$ cat config.mk
export PLATFORM = sky130hd
export DESIGN_NAME = box_queue_sequencer_flat
export DESIGN_NICKNAME = d
export VERILOG_FILES = /design/src/rtl/box_queue_sequencer_if.sv /design/src/rtl/box_queue_sequencer.sv /design/src/flat_wrapper.sv
export SDC_FILE = /design/constraint.sdc
export NUM_CORES = 1
export LEC_CHECK = 0
export ABC_AREA = 1
export CORE_MARGIN = 5
export CORE_UTILIZATION = 35
export CTS_CLUSTER_SIZE = 30
export DETAILED_ROUTE_END_ITERATION = 6
export PLACE_DENSITY = 0.6
export REMOVE_ABC_BUFFERS = 1
export SLEW_MARGIN = 20
export SYNTH_ARGS = -nofsm -noshare
export SYNTH_HDL_FRONTEND = slang
export SYNTH_SLANG_ARGS = --single-unit
$ cat constraint.sdc
create_clock -name clk -period 5.8 [get_ports clk]
set_input_delay 0.58 -clock clk [delete_from_list [all_inputs] [get_ports clk]]
set_output_delay 0.58 -clock clk [all_outputs]
set_load 0.005 [all_outputs]
$ cat src/rtl/box_queue_sequencer_if.sv
// Box handshake bundle: upstream valid/ready box bus plus the drawer
// go/done bus with its registered coordinates.
interface box_queue_sequencer_if #(
  parameter int XSZ = 8,
  parameter int YSZ = 7
);
  // upstream box bus
  logic           boxValid;
  logic           boxReady;
  logic [XSZ-1:0] inXLeft;
  logic [XSZ-1:0] inXRight;
  logic [YSZ-1:0] inYTop;
  logic [YSZ-1:0] inYBottom;
  // drawer bus
  logic           goDraw;
  logic           doneDraw;
  logic [XSZ-1:0] xLeft;
  logic [XSZ-1:0] xRight;
  logic [YSZ-1:0] yTop;
  logic [YSZ-1:0] yBottom;

  // sequencer side
  modport slave (
    input  boxValid, inXLeft, inXRight, inYTop, inYBottom, doneDraw,
    output boxReady, goDraw, xLeft, xRight, yTop, yBottom
  );

  // environment side: box source and drawer
  modport master (
    output boxValid, inXLeft, inXRight, inYTop, inYBottom, doneDraw,
    input  boxReady, goDraw, xLeft, xRight, yTop, yBottom
  );
endinterface

$ cat src/rtl/box_queue_sequencer.sv
// Box queue sequencer: validates and clips incoming boxes, queues them in a
// small FIFO and hands them to the drawer one at a time (go/done handshake
// with a timeout watchdog).
module box_queue_sequencer #(
  parameter int XSZ     = 8,
  parameter int YSZ     = 7,
  parameter int DEPTH   = 4,
  parameter int XMAX    = 159,
  parameter int YMAX    = 119,
  parameter int TIMEOUT = 4096
) (
  input  logic                  clk,
  input  logic                  reset,
  box_queue_sequencer_if.slave  bus,
  output logic                  busy,
  output logic [7:0]            dropCount,
  output logic                  timeoutErr
);

  localparam int AW = $clog2(DEPTH);
  localparam int CW = $clog2(TIMEOUT);
  localparam logic [XSZ-1:0] XLIM = XSZ'(XMAX);
  localparam logic [YSZ-1:0] YLIM = YSZ'(YMAX);
  localparam logic [AW:0]    FULLCNT = (AW+1)'(DEPTH);
  localparam logic [CW-1:0]  LASTCNT = CW'(TIMEOUT - 1);

  typedef enum logic [1:0] {IDLE, LOAD, GO, WAIT} state_t;

  state_t state, stateNext;

  logic [XSZ-1:0] memXL [DEPTH];
  logic [XSZ-1:0] memXR [DEPTH];
  logic [YSZ-1:0] memYT [DEPTH];
  logic [YSZ-1:0] memYB [DEPTH];

  logic [AW-1:0] wrPtr, rdPtr;
  logic [AW:0]   count;
  logic [CW-1:0] waitCnt;

  logic full, empty;
  logic rejectBox, handshake, push, drop, pop;
  logic goNow, setTimeout;
  logic [XSZ-1:0] clipXR;
  logic [YSZ-1:0] clipYB;

  // Validation and clipping of the box currently on the input bus
  always_comb begin
    rejectBox = (bus.inXLeft > bus.inXRight) || (bus.inYTop > bus.inYBottom) ||
                (bus.inYTop == '0) || (bus.inXLeft > XLIM) || (bus.inYTop > YLIM);
    clipXR    = (bus.inXRight  > XLIM) ? XLIM : bus.inXRight;
    clipYB    = (bus.inYBottom > YLIM) ? YLIM : bus.inYBottom;
  end

  // FIFO status and transfer strobes
  always_comb begin
    full         = (count == FULLCNT);
    empty        = (count == '0);
    bus.boxReady = !full;
    handshake    = bus.boxValid && !full;
    push         = handshake && !rejectBox;
    drop         = handshake && rejectBox;
    pop          = (state == LOAD);
    busy         = !empty || (state != IDLE);
  end

  // FIFO storage; entries need no reset since pointers/count gate their use
  always_ff @(posedge clk) begin
    if (push) begin
      memXL[wrPtr] <= bus.inXLeft;
      memXR[wrPtr] <= clipXR;
      memYT[wrPtr] <= bus.inYTop;
      memYB[wrPtr] <= clipYB;
    end
  end

  // FIFO pointers and occupancy; pointers wrap naturally at DEPTH
  always_ff @(posedge clk or posedge reset) begin
    if (reset) begin
      wrPtr <= '0;
      rdPtr <= '0;
      count <= '0;
    end else begin
      if (push) wrPtr <= wrPtr + 1'b1;
      if (pop)  rdPtr <= rdPtr + 1'b1;
      case ({push, pop})
        2'b10:   count <= count + 1'b1;
        2'b01:   count <= count - 1'b1;
        default: count <= count;
      endcase
    end
  end

  // Sequencer state register
  always_ff @(posedge clk or posedge reset) begin
    if (reset) state <= IDLE;
    else       state <= stateNext;
  end

  // Sequencer next state and go pulse; done wins over a same-cycle timeout
  always_comb begin
    stateNext  = state;
    goNow      = 1'b0;
    setTimeout = 1'b0;
    case (state)
      IDLE: if (!empty) stateNext = LOAD;
      LOAD: stateNext = GO;
      GO: begin
        goNow     = 1'b1;
        stateNext = WAIT;
      end
      WAIT: begin
        if (bus.doneDraw) begin
          stateNext = IDLE;
        end else if (waitCnt == LASTCNT) begin
          setTimeout = 1'b1;
          stateNext  = IDLE;
        end
      end
      default: stateNext = IDLE;
    endcase
    bus.goDraw = goNow;
  end

  // Drawer wait counter: cleared in GO, counts every WAIT cycle
  always_ff @(posedge clk or posedge reset) begin
    if (reset)               waitCnt <= '0;
    else if (state == GO)    waitCnt <= '0;
    else if (state == WAIT)  waitCnt <= waitCnt + 1'b1;
  end

  // Coordinate registers, loaded from the FIFO head at the end of LOAD
  always_ff @(posedge clk or posedge reset) begin
    if (reset) begin
      bus.xLeft   <= '0;
      bus.xRight  <= '0;
      bus.yTop    <= '0;
      bus.yBottom <= '0;
    end else if (pop) begin
      bus.xLeft   <= memXL[rdPtr];
      bus.xRight  <= memXR[rdPtr];
      bus.yTop    <= memYT[rdPtr];
      bus.yBottom <= memYB[rdPtr];
    end
  end

  // Status: saturating reject counter and sticky timeout flag
  always_ff @(posedge clk or posedge reset) begin
    if (reset) begin
      dropCount  <= '0;
      timeoutErr <= 1'b0;
    end else begin
      if (drop && (dropCount != '1)) dropCount <= dropCount + 1'b1;
      if (setTimeout)                timeoutErr <= 1'b1;
    end
  end

endmodule

$ cat src/flat_wrapper.sv
// flat-port wrapper written by rule: the top's interface ports become plain ports
module box_queue_sequencer_flat 
#(
  parameter int XSZ     = 8,
  parameter int YSZ     = 7,
  parameter int DEPTH   = 4,
  parameter int XMAX    = 159,
  parameter int YMAX    = 119,
  parameter int TIMEOUT = 4096
)
  (clk, reset, busy, dropCount, timeoutErr, bus_boxValid, bus_inXLeft, bus_inXRight, bus_inYTop, bus_inYBottom, bus_doneDraw, bus_boxReady, bus_goDraw, bus_xLeft, bus_xRight, bus_yTop, bus_yBottom);
  box_queue_sequencer_if #(.XSZ(XSZ), .YSZ(YSZ)) bus_i ();
  input  logic clk;
  input  logic reset;
  output logic busy;
  output logic [7:0] dropCount;
  output logic timeoutErr;
  input wire logic [$bits(bus_i.boxValid)-1:0] bus_boxValid;
  input wire logic [$bits(bus_i.inXLeft)-1:0] bus_inXLeft;
  input wire logic [$bits(bus_i.inXRight)-1:0] bus_inXRight;
  input wire logic [$bits(bus_i.inYTop)-1:0] bus_inYTop;
  input wire logic [$bits(bus_i.inYBottom)-1:0] bus_inYBottom;
  input wire logic [$bits(bus_i.doneDraw)-1:0] bus_doneDraw;
  output wire logic [$bits(bus_i.boxReady)-1:0] bus_boxReady;
  output wire logic [$bits(bus_i.goDraw)-1:0] bus_goDraw;
  output wire logic [$bits(bus_i.xLeft)-1:0] bus_xLeft;
  output wire logic [$bits(bus_i.xRight)-1:0] bus_xRight;
  output wire logic [$bits(bus_i.yTop)-1:0] bus_yTop;
  output wire logic [$bits(bus_i.yBottom)-1:0] bus_yBottom;
  assign bus_i.boxValid = bus_boxValid;
  assign bus_i.inXLeft = bus_inXLeft;
  assign bus_i.inXRight = bus_inXRight;
  assign bus_i.inYTop = bus_inYTop;
  assign bus_i.inYBottom = bus_inYBottom;
  assign bus_i.doneDraw = bus_doneDraw;
  assign bus_boxReady = bus_i.boxReady;
  assign bus_goDraw = bus_i.goDraw;
  assign bus_xLeft = bus_i.xLeft;
  assign bus_xRight = bus_i.xRight;
  assign bus_yTop = bus_i.yTop;
  assign bus_yBottom = bus_i.yBottom;
  box_queue_sequencer #(.XSZ(XSZ), .YSZ(YSZ), .DEPTH(DEPTH), .XMAX(XMAX), .YMAX(YMAX), .TIMEOUT(TIMEOUT)) u_core (.clk(clk), .reset(reset), .bus(bus_i), .busy(busy), .dropCount(dropCount), .timeoutErr(timeoutErr));
endmodule
==> out/qor.csv <==
metric,value,unit
Avg Synthesized Cell Area,10.9,um^2
setup repair after global routing missed its margin,no,
data required time at the worst endpoint,6110,ps
final worst clock skew,8.95,ps
total wirelength of the detailed-routed design,17.0,mm
post-route ant nets,0,
final worst path period share,0.541,
GRT Residual Overflow,0,
Critical Path Start,bus_inXRight[7],
number of levels the H-tree was split into,4,
startpoint of the worst-slack reg-to-reg timing path,u_core.state[1],
number of hold buffers added after cts,0,
post-synth design cell area,7740,um^2
count of final max-slew check failures,0,
wire length of the first global-routing pass,27.6,mm
width of the die,159,um
Area Growth Syn to Fin,21.6,%
drc violations,0,
LEAKAGE,3.65,nW
number of clock buffers inserted by TritonCTS,17,
number of placement rows,54,
weighted congestion at the end of routability-driven global placement,0.786,
worst-case vdd ir drop,0.296,mV
number of design-rule violations left by the first detailed-router iteration,289,
depth of the worst register-to-register path,6,
"Hold Vio Cnt, Final",0,
count of non-filler cells in the finished layout,1080,
placed wire-length estimate after detailed placement,10.4,mm
Critical Path Source Type,input pin,
core outline area,21800,um^2
Critical Path Fanout Max,7,
Vert. Die Dim,159,um
"Setup violations, final",0,
synthesized netlist cell count,713,
number of optimization iterations in the first detailed-route pass,4,
top area cells in the synthesized netlist,"sky130_fd_sc_hd__edfxtp_1, sky130_fd_sc_hd__dfrtp_1, sky130_fd_sc_hd__nor2_1",
max capacitance violation total,0,
transition time of the tightest slew-check pin,989,ps
total negative slack for setup checks,0,ps
path type of the worst min-delay path,input pin to asynchronous set/reset pin,
wire length per cell,15.8,um
dominant cell type by area after synthesis,sky130_fd_sc_hd__edfxtp_1,
Synthesis Warnings,0,
Resized cells post-CTS,0,
proportion of layout cells with a drive suffix above 1,0.0775,
worst-case register-to-register setup slack,3380,ps
portion of the post-synthesis area used by sequential elements,0.659,
effective utilization at floorplan,0.355,
post-route minimum period,3140,ps
Bufs on Longest Clock Path,2,
Final #Nets,849,
critical path capture point,u_core.count[2],
Antenna diodes,0,
Vias/cell,4.66,
combined global-route utilization of all metal layers,0.137,
via count of the first global-routing pass,4984,
post-synth cell types,35,
number of antenna violations at the first check in global routing,0,
Peak Freq,318,MHz
total instance count after detailed placement,1048,
CP endpoint kind,flip-flop,
Die Outline Area,25200,um^2
worst reg2reg path endpoint,u_core.count[1],
count of port buffers added during placement,75,
via count,5033,
least setup slack across all paths after layout,2660,ps
Worst slew margin,0.341,
number of register bits inferred by synthesis,180,
Clk Tree Root Cell,sky130_fd_sc_hd__clkbuf_16,
worst slack after detailed placement,2220,ps
total power,4.24,mW
kind of critical path,input pin to flip-flop,
clock latency on the worst-skew pair,430,ps
Synth top area share,0.465,
number of top-level pins,76,
CTS sink cnt,180,
TritonCTS clock tree,done,
Arrival @ worst endpoint,3450,ps
Power per Cell Area,450,nW/um^2
maximum number of pins on one net before global-route repair,64,
number of post-CTS setup repair buffers,0,
clock input transition at the sequential cells of the worst setup and hold paths,70,ps
result of the run,completed,
Fillers,2048,
## metal layers
layer | GRT usage | up-vias | wire length, um
met4 | 0.0516 | 0 | 335
met2 | 0.227 | 69 | 8190
met5 | 0 | - | 0
li1 | - | 2561 | -
met3 | 0.0228 | 21 | 416
met1 | 0.182 | 2382 | 8090
## placed cells by master, fill, tap and decap left out, types with 4 or more instances in the layout
master,Yosys,routed
sky130_fd_sc_hd__clkdlybuf4s50_1,0,75
sky130_fd_sc_hd__inv_1,58,57
sky130_fd_sc_hd__xor2_1,5,5
sky130_fd_sc_hd__a21oi_1,13,13
sky130_fd_sc_hd__o21ai_1,6,6
sky130_fd_sc_hd__nand2_1,75,75
sky130_fd_sc_hd__nor2_1,170,166
sky130_fd_sc_hd__o21ai_0,63,63
sky130_fd_sc_hd__nand3_1,19,19
sky130_fd_sc_hd__nor2_2,2,6
sky130_fd_sc_hd__dfrtp_1,60,59
sky130_fd_sc_hd__inv_6,0,4
sky130_fd_sc_hd__edfxtp_1,120,120
sky130_fd_sc_hd__buf_4,0,11
sky130_fd_sc_hd__nor3_1,5,5
sky130_fd_sc_hd__a31oi_1,31,31
sky130_fd_sc_hd__nand4_1,5,5
sky130_fd_sc_hd__ha_1,27,26
sky130_fd_sc_hd__clkbuf_16,0,17
## power by group
part,switching (mW),internal (mW)
registers,0.131,1.58
logic,0.777,0.561
clock network,0.500,0.684
total,1.41,2.83
## critical path, cell delays in order
cell,delay [ps]
sky130_fd_sc_hd__clkdlybuf4s50_1,590
sky130_fd_sc_hd__inv_1,80
sky130_fd_sc_hd__ha_1,310
sky130_fd_sc_hd__a21oi_1,160
sky130_fd_sc_hd__o21a_1,130
sky130_fd_sc_hd__nand2_1,50
sky130_fd_sc_hd__nand2_1,190
sky130_fd_sc_hd__nand3_2,230
sky130_fd_sc_hd__ha_1,310
sky130_fd_sc_hd__fa_1,440
sky130_fd_sc_hd__a21oi_1,130
sky130_fd_sc_hd__o21ai_0,110
sky130_fd_sc_hd__xor2_1,150
## how the worst min path moves through the flow
stage | from | to | slack (ps) | cells after the start
CTS | reset | u_core.timeoutErr | 360 | 2
global route | reset | u_core.timeoutErr | 370 | 2
global placement | u_core.timeoutErr | u_core.timeoutErr | 470 | 1
finish | reset | u_core.timeoutErr | 370 | 2
floorplan | u_core.waitCnt[6] | u_core.waitCnt[6] | 460 | 1
detailed placement | u_core.timeoutErr | u_core.timeoutErr | 470 | 1
## registers in the layout (all words and copies together) (netlist names)
name                count
u_core.memXR           32
u_core.wrPtr            2
u_core.rdPtr            2
u_core.waitCnt         12
u_core.state            2
u_core.memYT           28
u_core.count            3
u_core.bus.yTop         7
u_core.bus.xRight       8
u_core.memYB           28
u_core.bus.yBottom      7
u_core.timeoutErr       1
u_core.bus.xLeft        8
u_core.dropCount        8
u_core.memXL           32
## final cells by class
cell class	count	area (um^2)	share of cell area
sequential	180	5110	0.542
multi-input combinational	443	2300	0.244
timing repair buffer	86	833	0.0885
clock buffer	18	429	0.0456
tap	280	350	0.0372
inverter	59	221	0.0235
clock inverter	14	178	0.0189
## metrics by stage
stage	hold slack (ps)	area (um^2)	utilization
after floorplan	456	7610	-
after global placement	468	8810	0.404
after detailed placement	465	8810	0.404
after CTS	364	9410	0.431
after global routing	374	9410	0.431
final	372	9410	0.431
## cells in the mapped netlist (all sizes together)
cell    count
nor2      174
edfxtp    120
nand2      77
o21ai      70
dfrtp      60
inv        59
a31oi      31
ha         27
clkbuf     22
nand3      20
a21oi      15
buf         9
nand4       6
nor3        5
xor2        5
o21bai      3
a211oi      2
xnor2       2
fa          1
mux2        1
nor4        1
o211ai      1
o21a        1
or2         1
## cell families (layout without fill, tap and decap cells)
logic type               Yosys count  count (layout)  synth area share
multiplexers                       1               1           0.00145
AO/OA/AOI/OAI                    123             123            0.0892
AND/OR/NAND/NOR                  284             284             0.150
adder cells (fa/ha/maj)           28              28            0.0462
flip-flops                       180             180             0.659
XOR/XNOR                           7               7           0.00792
buffers and inverters             90             177            0.0459
Note: power is estimated with default switching activity, not from simulation.
